--- config.mk ---
export PLATFORM = sky130hd
export DESIGN_NAME = vga_timing_gen
export DESIGN_NICKNAME = d
export VERILOG_FILES = /design/src/rtl/vga_timing_gen.sv
export SDC_FILE = /design/constraint.sdc
export NUM_CORES = 1
export LEC_CHECK = 0
export CAP_MARGIN = 20
export CORE_ASPECT_RATIO = 0.9
export CORE_MARGIN = 4
export CORE_UTILIZATION = 39
export CTS_CLUSTER_DIAMETER = 30
export DETAILED_ROUTE_END_ITERATION = 8
export PLACE_DENSITY = 0.61
export SLEW_MARGIN = 20
export SYNTH_ARGS = -nofsm -noshare
export SYNTH_HDL_FRONTEND = slang
export SYNTH_SLANG_ARGS = --single-unit
--- constraint.sdc ---
create_clock -name clk -period 3.2 [get_ports clk]
set_clock_uncertainty 0.15 [all_clocks]
set_input_delay 0.64 -clock clk [delete_from_list [all_inputs] [get_ports clk]]
set_output_delay 0.64 -clock clk [all_outputs]
set_load 0.1 [all_outputs]
--- src/rtl/vga_timing_gen.sv ---
// 640x480@60Hz VGA scan timing: pixel-rate enable, h/v scan counters, registered syncs.
// Optional VGA_REFRESH_TICK_EN adds refr_tick, a once-per-frame pulse at the start of vertical blank.
module vga_timing_gen #(
  parameter int unsigned TICK_DIV = 4,
  parameter int unsigned H_DISP   = 640,
  parameter int unsigned H_FP     = 16,
  parameter int unsigned H_SYNC   = 96,
  parameter int unsigned H_BP     = 48,
  parameter int unsigned V_DISP   = 480,
  parameter int unsigned V_FP     = 10,
  parameter int unsigned V_SYNC   = 2,
  parameter int unsigned V_BP     = 33
) (
  input  logic       clk,
  input  logic       rst,
  output logic       hsync,
  output logic       vsync,
  output logic       video_on,
  output logic       p_tick,
  output logic [9:0] pixel_x,
`ifdef VGA_REFRESH_TICK_EN
  output logic [9:0] pixel_y,
  output logic       refr_tick
`else
  output logic [9:0] pixel_y
`endif
);

  localparam int unsigned DW = $clog2(TICK_DIV);
  localparam logic [DW-1:0] DIV_MAX = DW'(TICK_DIV - 1);

  localparam logic [9:0] H_MAX    = 10'(H_DISP + H_FP + H_SYNC + H_BP - 1);
  localparam logic [9:0] V_MAX    = 10'(V_DISP + V_FP + V_SYNC + V_BP - 1);
  localparam logic [9:0] H_VIS    = 10'(H_DISP);
  localparam logic [9:0] V_VIS    = 10'(V_DISP);
  localparam logic [9:0] HS_FIRST = 10'(H_DISP + H_FP);
  localparam logic [9:0] HS_LAST  = 10'(H_DISP + H_FP + H_SYNC - 1);
  localparam logic [9:0] VS_FIRST = 10'(V_DISP + V_FP);
  localparam logic [9:0] VS_LAST  = 10'(V_DISP + V_FP + V_SYNC - 1);

  logic [DW-1:0] r_div_cnt;
  logic [9:0]    r_h_cnt;
  logic [9:0]    r_v_cnt;
  logic          r_hsync;
  logic          r_vsync;
  logic [9:0]    w_h_next;
  logic [9:0]    w_v_next;
  logic          w_p_tick;
  logic          w_h_wrap;

  assign w_p_tick = (r_div_cnt == DIV_MAX);
  assign w_h_wrap = (r_h_cnt == H_MAX);

  always_comb begin
    w_h_next = r_h_cnt;
    w_v_next = r_v_cnt;
    if (w_p_tick) begin
      if (w_h_wrap) begin
        w_h_next = '0;
        w_v_next = (r_v_cnt == V_MAX) ? '0 : r_v_cnt + 10'd1;
      end else begin
        w_h_next = r_h_cnt + 10'd1;
      end
    end
  end

  // Syncs decode the next counter values so they line up with pixel_x/pixel_y.
  always_ff @(posedge clk or negedge rst) begin
    if (!rst) begin
      r_div_cnt <= '0;
      r_h_cnt   <= '0;
      r_v_cnt   <= '0;
      r_hsync   <= 1'b1;
      r_vsync   <= 1'b1;
    end else begin
      r_div_cnt <= w_p_tick ? '0 : r_div_cnt + 1'b1;
      r_h_cnt   <= w_h_next;
      r_v_cnt   <= w_v_next;
      r_hsync   <= !((w_h_next >= HS_FIRST) && (w_h_next <= HS_LAST));
      r_vsync   <= !((w_v_next >= VS_FIRST) && (w_v_next <= VS_LAST));
    end
  end

  assign p_tick   = w_p_tick;
  assign hsync    = r_hsync;
  assign vsync    = r_vsync;
  assign pixel_x  = r_h_cnt;
  assign pixel_y  = r_v_cnt;
  assign video_on = (r_h_cnt < H_VIS) && (r_v_cnt < V_VIS);

`ifdef VGA_REFRESH_TICK_EN
  // Pulses on the tick that moves the scan from the last visible line into blanking.
  assign refr_tick = w_p_tick && w_h_wrap && (r_v_cnt == V_VIS - 10'd1);
`endif

endmodule
Yosys cells after proc, flatten, opt, wreduce, memory -nomap -nowiden
Cells that the tools add are included. Widths: inputs -> output; s select.

Add/sub/neg operators: 3. $lt $le $gt $ge: 6. Equality and inequality tests: 3. Multiplexer cells: 6. Reduce and logical (&&, ||, !) cells: 5.

Operator list (count): $mux 10 (5); $add 10x1->10 const B (2); $eq 10x10->1 const B (2); $ge 10x10->1 const B (1); $ge 10x9->1 const B (1); $le 10x10->1 const B (1); $le 10x9->1 const B (1); $lt 10x10->1 const B (1); $lt 10x9->1 const B (1); $logic_and 1x1->1 (3); $add 2x1->2 const B (1); $eq 2x2->1 const B (1); $logic_not 1->1 (2); $mux 2 (1).

Flip-flop bits (word level): 24. Logic and storage cells: 28.

Depth between registers and ports, before layout
Depth in word-level cells: 7. Gate-level depth with buffers: 8. Gate-level depth less buffers: 7.

Least setup slack after synthesis
Ideal clock, no wire load.

Kind: reg-to-reg. Start: register r_div_cnt[0]. End: register r_vsync (netlist: vsync). Setup time: 0.094 ns. Data arrival time: 3.024 ns. Data required time: 2.956 ns. Path slack: -0.068 ns. Stages on the path, launching flop included: 7. Period minus slack after synthesis: 3.268 ns. Cell sequence: dfrtp_1 ha_1 nand3_1 nor4_2 nand4_1 xor2_1 or4_1.

Longest elaborated chain between the ends: 5. Elaborated cells on any way between the ends: 6. Classes of those cells: 2 x order compare; 1 x eq/ne; 1 x mux; 2 x reduce/logical.

Ends and longest elaborated chain: start, declared (line 41) `logic [DW-1:0] r_div_cnt;`; start signal, assigned (line 76) `r_div_cnt <= w_p_tick ? '0 : r_div_cnt + 1'b1;`; $eq 2x2->1 (*) (line 51) `assign w_p_tick = (r_div_cnt == DIV_MAX);`; net p_tick (line 19) `output logic p_tick,`; $mux 10 (*) (line 57) `if (w_p_tick) begin`; $ge 10x9->1 or $le 10x9->1 (tied branches) (line 80) `r_vsync <= !((w_v_next >= VS_FIRST) && (w_v_next <= VS_LAST));`; $logic_and 1x1->1 (*) (line 80); $logic_not 1->1 (*) (line 80); end signal, assigned (line 80); end, declared (line 45) `logic r_vsync;`.

The timed path passes the listed nets; every way through them passes the cells marked *.

Worst setup path after layout
Start: register r_div_cnt[0]. End: register r_vsync (netlist: vsync).

Longest elaborated chain between the ends: 5. Elaborated cells on any way between the ends: 6. Classes of those cells: 2 x order compare; 1 x eq/ne; 1 x mux; 2 x reduce/logical.

Ends and longest elaborated chain (line): $eq 2x2->1 (*) (51); $mux 10 (*) (57); $ge 10x9->1 or $le 10x9->1 (tied branches) (80); $logic_and 1x1->1 (*) (80); $logic_not 1->1 (*) (80).

Every way passes the cells marked *; elsewhere a longest branch is shown, timed or not.

==> impl_results.md <==
* Status: complete, no violations
* Synth unique cells at 45
* Async SR Flop Fraction at 1.00
* Pre-CTS WS at 0.548 ns
* Hold buffers post-CTS at 0
* 1st-iter DRT viols at 120
* Primary FF master, synth: dfrtp_1
* Post-synthesis cell area at 1430 um2
* Inserted Diodes at 0
* Mean Syn Cell Area at 9.51 um2
* Final Slew Violations at 0
* Gr ovfl total at 0
* I/O pins at 26
* Die height at 65.4 um
* DRC viols at 0
* First-pass GRT wire length at 5550 um
* Warnings, synthesis at 0
* TritonCTS buffer count at 3
* H-Tree Level Count at 1
* Clock Latency Late Sink at 0.27 ns
* Dpl cells at 214
* Sequential element share of the synthesized area at 0.423
* Worst R2R Path Depth at 6
* RR Startpoint: r_div_cnt[0]$_DFF_PN0_
* Worst ir drop on vdd at 224 uV
* Final hold violation count at 0
* Worst min-delay path class: reg -> reg
* Worst path buffer plus inverter count at 0
* Critical path launch point type: register
* Share of cells above drive strength 1 at 0.264
* Largest family of logic cells by synthesized area: simple AND/OR/NAND/NOR gates
* Crit path capture: vsync$_DFF_PN1_
* CORE AREA at 3450 um2
* # setup viols final at 0
* DR WL/cell at 14.8 um
* Via count at 1192
* Path type of the worst setup path: reg -> reg
* Synth Area in Simple Gates at 0.273
* Final worst-path cycle share at 0.828
* PortBufs at 25
* GRT Total Usage at 0.147
* Vias in the first global route at 1138
* Syn nets at 156
* Synth Area in Compound Gates at 0.125
* Post-layout util at 0.488
* Fmax at 0.377 GHz
* Critical Path, Cell by Cell: ha_2 -> nand3_1 -> or4_4 -> nor4_2 -> o22ai_1 -> or4_1
* CTS tree: done
* Initial antenna violation count at 0
* # Post-CTS Setup Buffers at 0
* Crit path max-delay cell type: or4_4
* XOR/XNOR Fraction of Synth Area at 0.0614
* Die ar. at 4690 um2
* Hold Path Stages at 1
* Clock period minus final worst setup slack at 2.65 ns
* Clock Sinks at 24
* Post-Synth Adder-Cell Area at 0.0351
* CP startpoint: r_div_cnt[0]$_DFF_PN0_
* Number of synthesized flops with an enable pin at 0
* Largest net degree at the start of global routing at 15
* Via density at 5.47
* RSZ-0062 raised after global routing: false
* Arr. time, crit path at 2.69 ns
* Final WL at 3230 um
* Site Rows at 20
* Synth Instances at 150
* Worst-margin pin slew at 0.632 ns
* Root Buffer: clkbuf_8
* Worst relative slew slack at 0.577
* Pwr per Cell Area at 309 nW/um2
* Final std cells w/o fill at 218
* Antenna viol nets, final at 0
* Final nets at 181
* CP endpoint kind: register
* Initial core utilization at 0.413
* Hold_ws at 0.284 ns
* Final setup TNS at 0 ns
* Crit Reg-Reg Endpoint: vsync$_DFF_PN1_
* CP Data Required Time at 3.24 ns
* Levels on crit path at 6
* Crit Path Max Fanout at 12
* #FFs+latches synth at 24
* PnR worst setup slack at 0.550 ns
* Fillcell total at 349
* Slowest cell delay on critical path at 0.64 ns
* Mux share of post-synthesis cell area at 0.0219
* Area Growth Syn to Fin at 18.2%
* Clock buffer depth at 2
* GPL Wtd Cong at 0.872
* HPWL Detailed at 2360 um
* R2R Setup Slk at 0.55 ns
* Top delay family on crit path: simple AND/OR/NAND/NOR gates
* Max-cap viol count at 0
* Clock-pin slew on the worst setup and hold paths at 0.09 ns
* Die width at 71.7 um
* Resized cells post-CTS at 0
* DRT Pass-1 Iters at 4
* Lkg Pwr at 0.731 nW
[cells by family after synthesis]
kind of cell	count (synthesis)
AO/OA/AOI/OAI	28
XOR/XNOR	10
adder cells (fa/ha/maj)	4
buffers and inverters	14
flip-flops	24
multiplexers	3
AND/OR/NAND/NOR	67
[registers in the layout, indices dropped and copies added, names as in the netlist]
register	flops
hsync	1
vsync	1
pixel_x	10
pixel_y	10
r_div_cnt	2
[layer usage]
layer  vias to the layer above  track usage  part of all wire
li1                        591            -                 -
met1                       569        0.213              0.49
met2                        30        0.222              0.45
met3                         2       0.0382             0.053
met4                         0       0.0258            0.0059
met5                         -            0                 0
[cell usage after synthesis (4+ instances only)]
library cell  instances  share of area
o21ai_0               9          0.032
dfrtp_1              22           0.39
buf_6                 4          0.032
nand2_1              16          0.042
nand3_1               7          0.025
and3_1                6          0.026
a21oi_1               4          0.014
xnor2_1               7          0.043
nand4_1               6          0.026
ha_1                  4          0.035
nor2_1               10          0.026
inv_1                 7          0.018
[worst min path at each step]
| stage | from | to |
|---|---|---|
| floorplan | rst | pixel_x[0]$_DFF_PN0_ |
| global placement | r_div_cnt[0]$_DFF_PN0_ | r_div_cnt[0]$_DFF_PN0_ |
| detailed placement | r_div_cnt[0]$_DFF_PN0_ | r_div_cnt[0]$_DFF_PN0_ |
| CTS | r_div_cnt[0]$_DFF_PN0_ | r_div_cnt[0]$_DFF_PN0_ |
| global route | r_div_cnt[0]$_DFF_PN0_ | r_div_cnt[0]$_DFF_PN0_ |
| finish | r_div_cnt[0]$_DFF_PN0_ | r_div_cnt[0]$_DFF_PN0_ |
[power by group]
part | total [mW] | switching [mW] | internal [mW] | leakage [nW]
Sequential | 0.303 | 0 | 0.303 | 0.311
Clock | 0.211 | 0.101 | 0.110 | 0.0288
Combinational | 0.00784 | 0.00598 | 0.00186 | 0.391
[stage by stage]
stage / cell area, um2 / power, mW
6_report: 1690 / 0.521
5_1_grt: 1690 / 0.544
4_1_cts: 1690 / 0.531
3_5_place_dp: 1630 / 0.318
3_3_place_gp: 1630 / 0.317
2_1_floorplan: 1430 / 0.309
[layout make-up]
cell class | instances | area [um2] | area share
clock buffers | 4 | 55.1 | 0.0326
multi-input cells | 112 | 739 | 0.438
repair buffers | 27 | 205 | 0.122
inverters | 7 | 26.3 | 0.0156
well taps | 44 | 55.1 | 0.0326
flip-flops and latches | 24 | 606 | 0.359
[layout by cell type (no fill, tap or decap), types with 2 or more instances in the layout]
| cell | netlist | routed |
|---|---|---|
| o21a_1 | 2 | 2 |
| and3_2 | 2 | 2 |
| xor2_1 | 3 | 3 |
| o211ai_1 | 2 | 2 |
| nor4_1 | 3 | 3 |
| nor4_2 | 2 | 2 |
| clkbuf_8 | 0 | 4 |
| ha_1 | 4 | 3 |
| nand2_1 | 16 | 16 |
| and4b_1 | 2 | 2 |
| and3_1 | 6 | 6 |
| buf_4 | 1 | 26 |
| dfstp_2 | 2 | 2 |
| nand4_1 | 6 | 6 |
| a21oi_1 | 4 | 4 |
| xnor2_1 | 7 | 7 |
| dfrtp_2 | 0 | 2 |
| nor2_1 | 10 | 10 |
| mux2i_1 | 2 | 2 |
| o21ai_0 | 9 | 9 |
| a31oi_1 | 3 | 3 |
| dfrtp_1 | 22 | 20 |
| inv_1 | 7 | 7 |
| nand3_1 | 7 | 7 |
| o31ai_1 | 2 | 2 |
No activity file was read; power rests on OpenSTA's default activity.
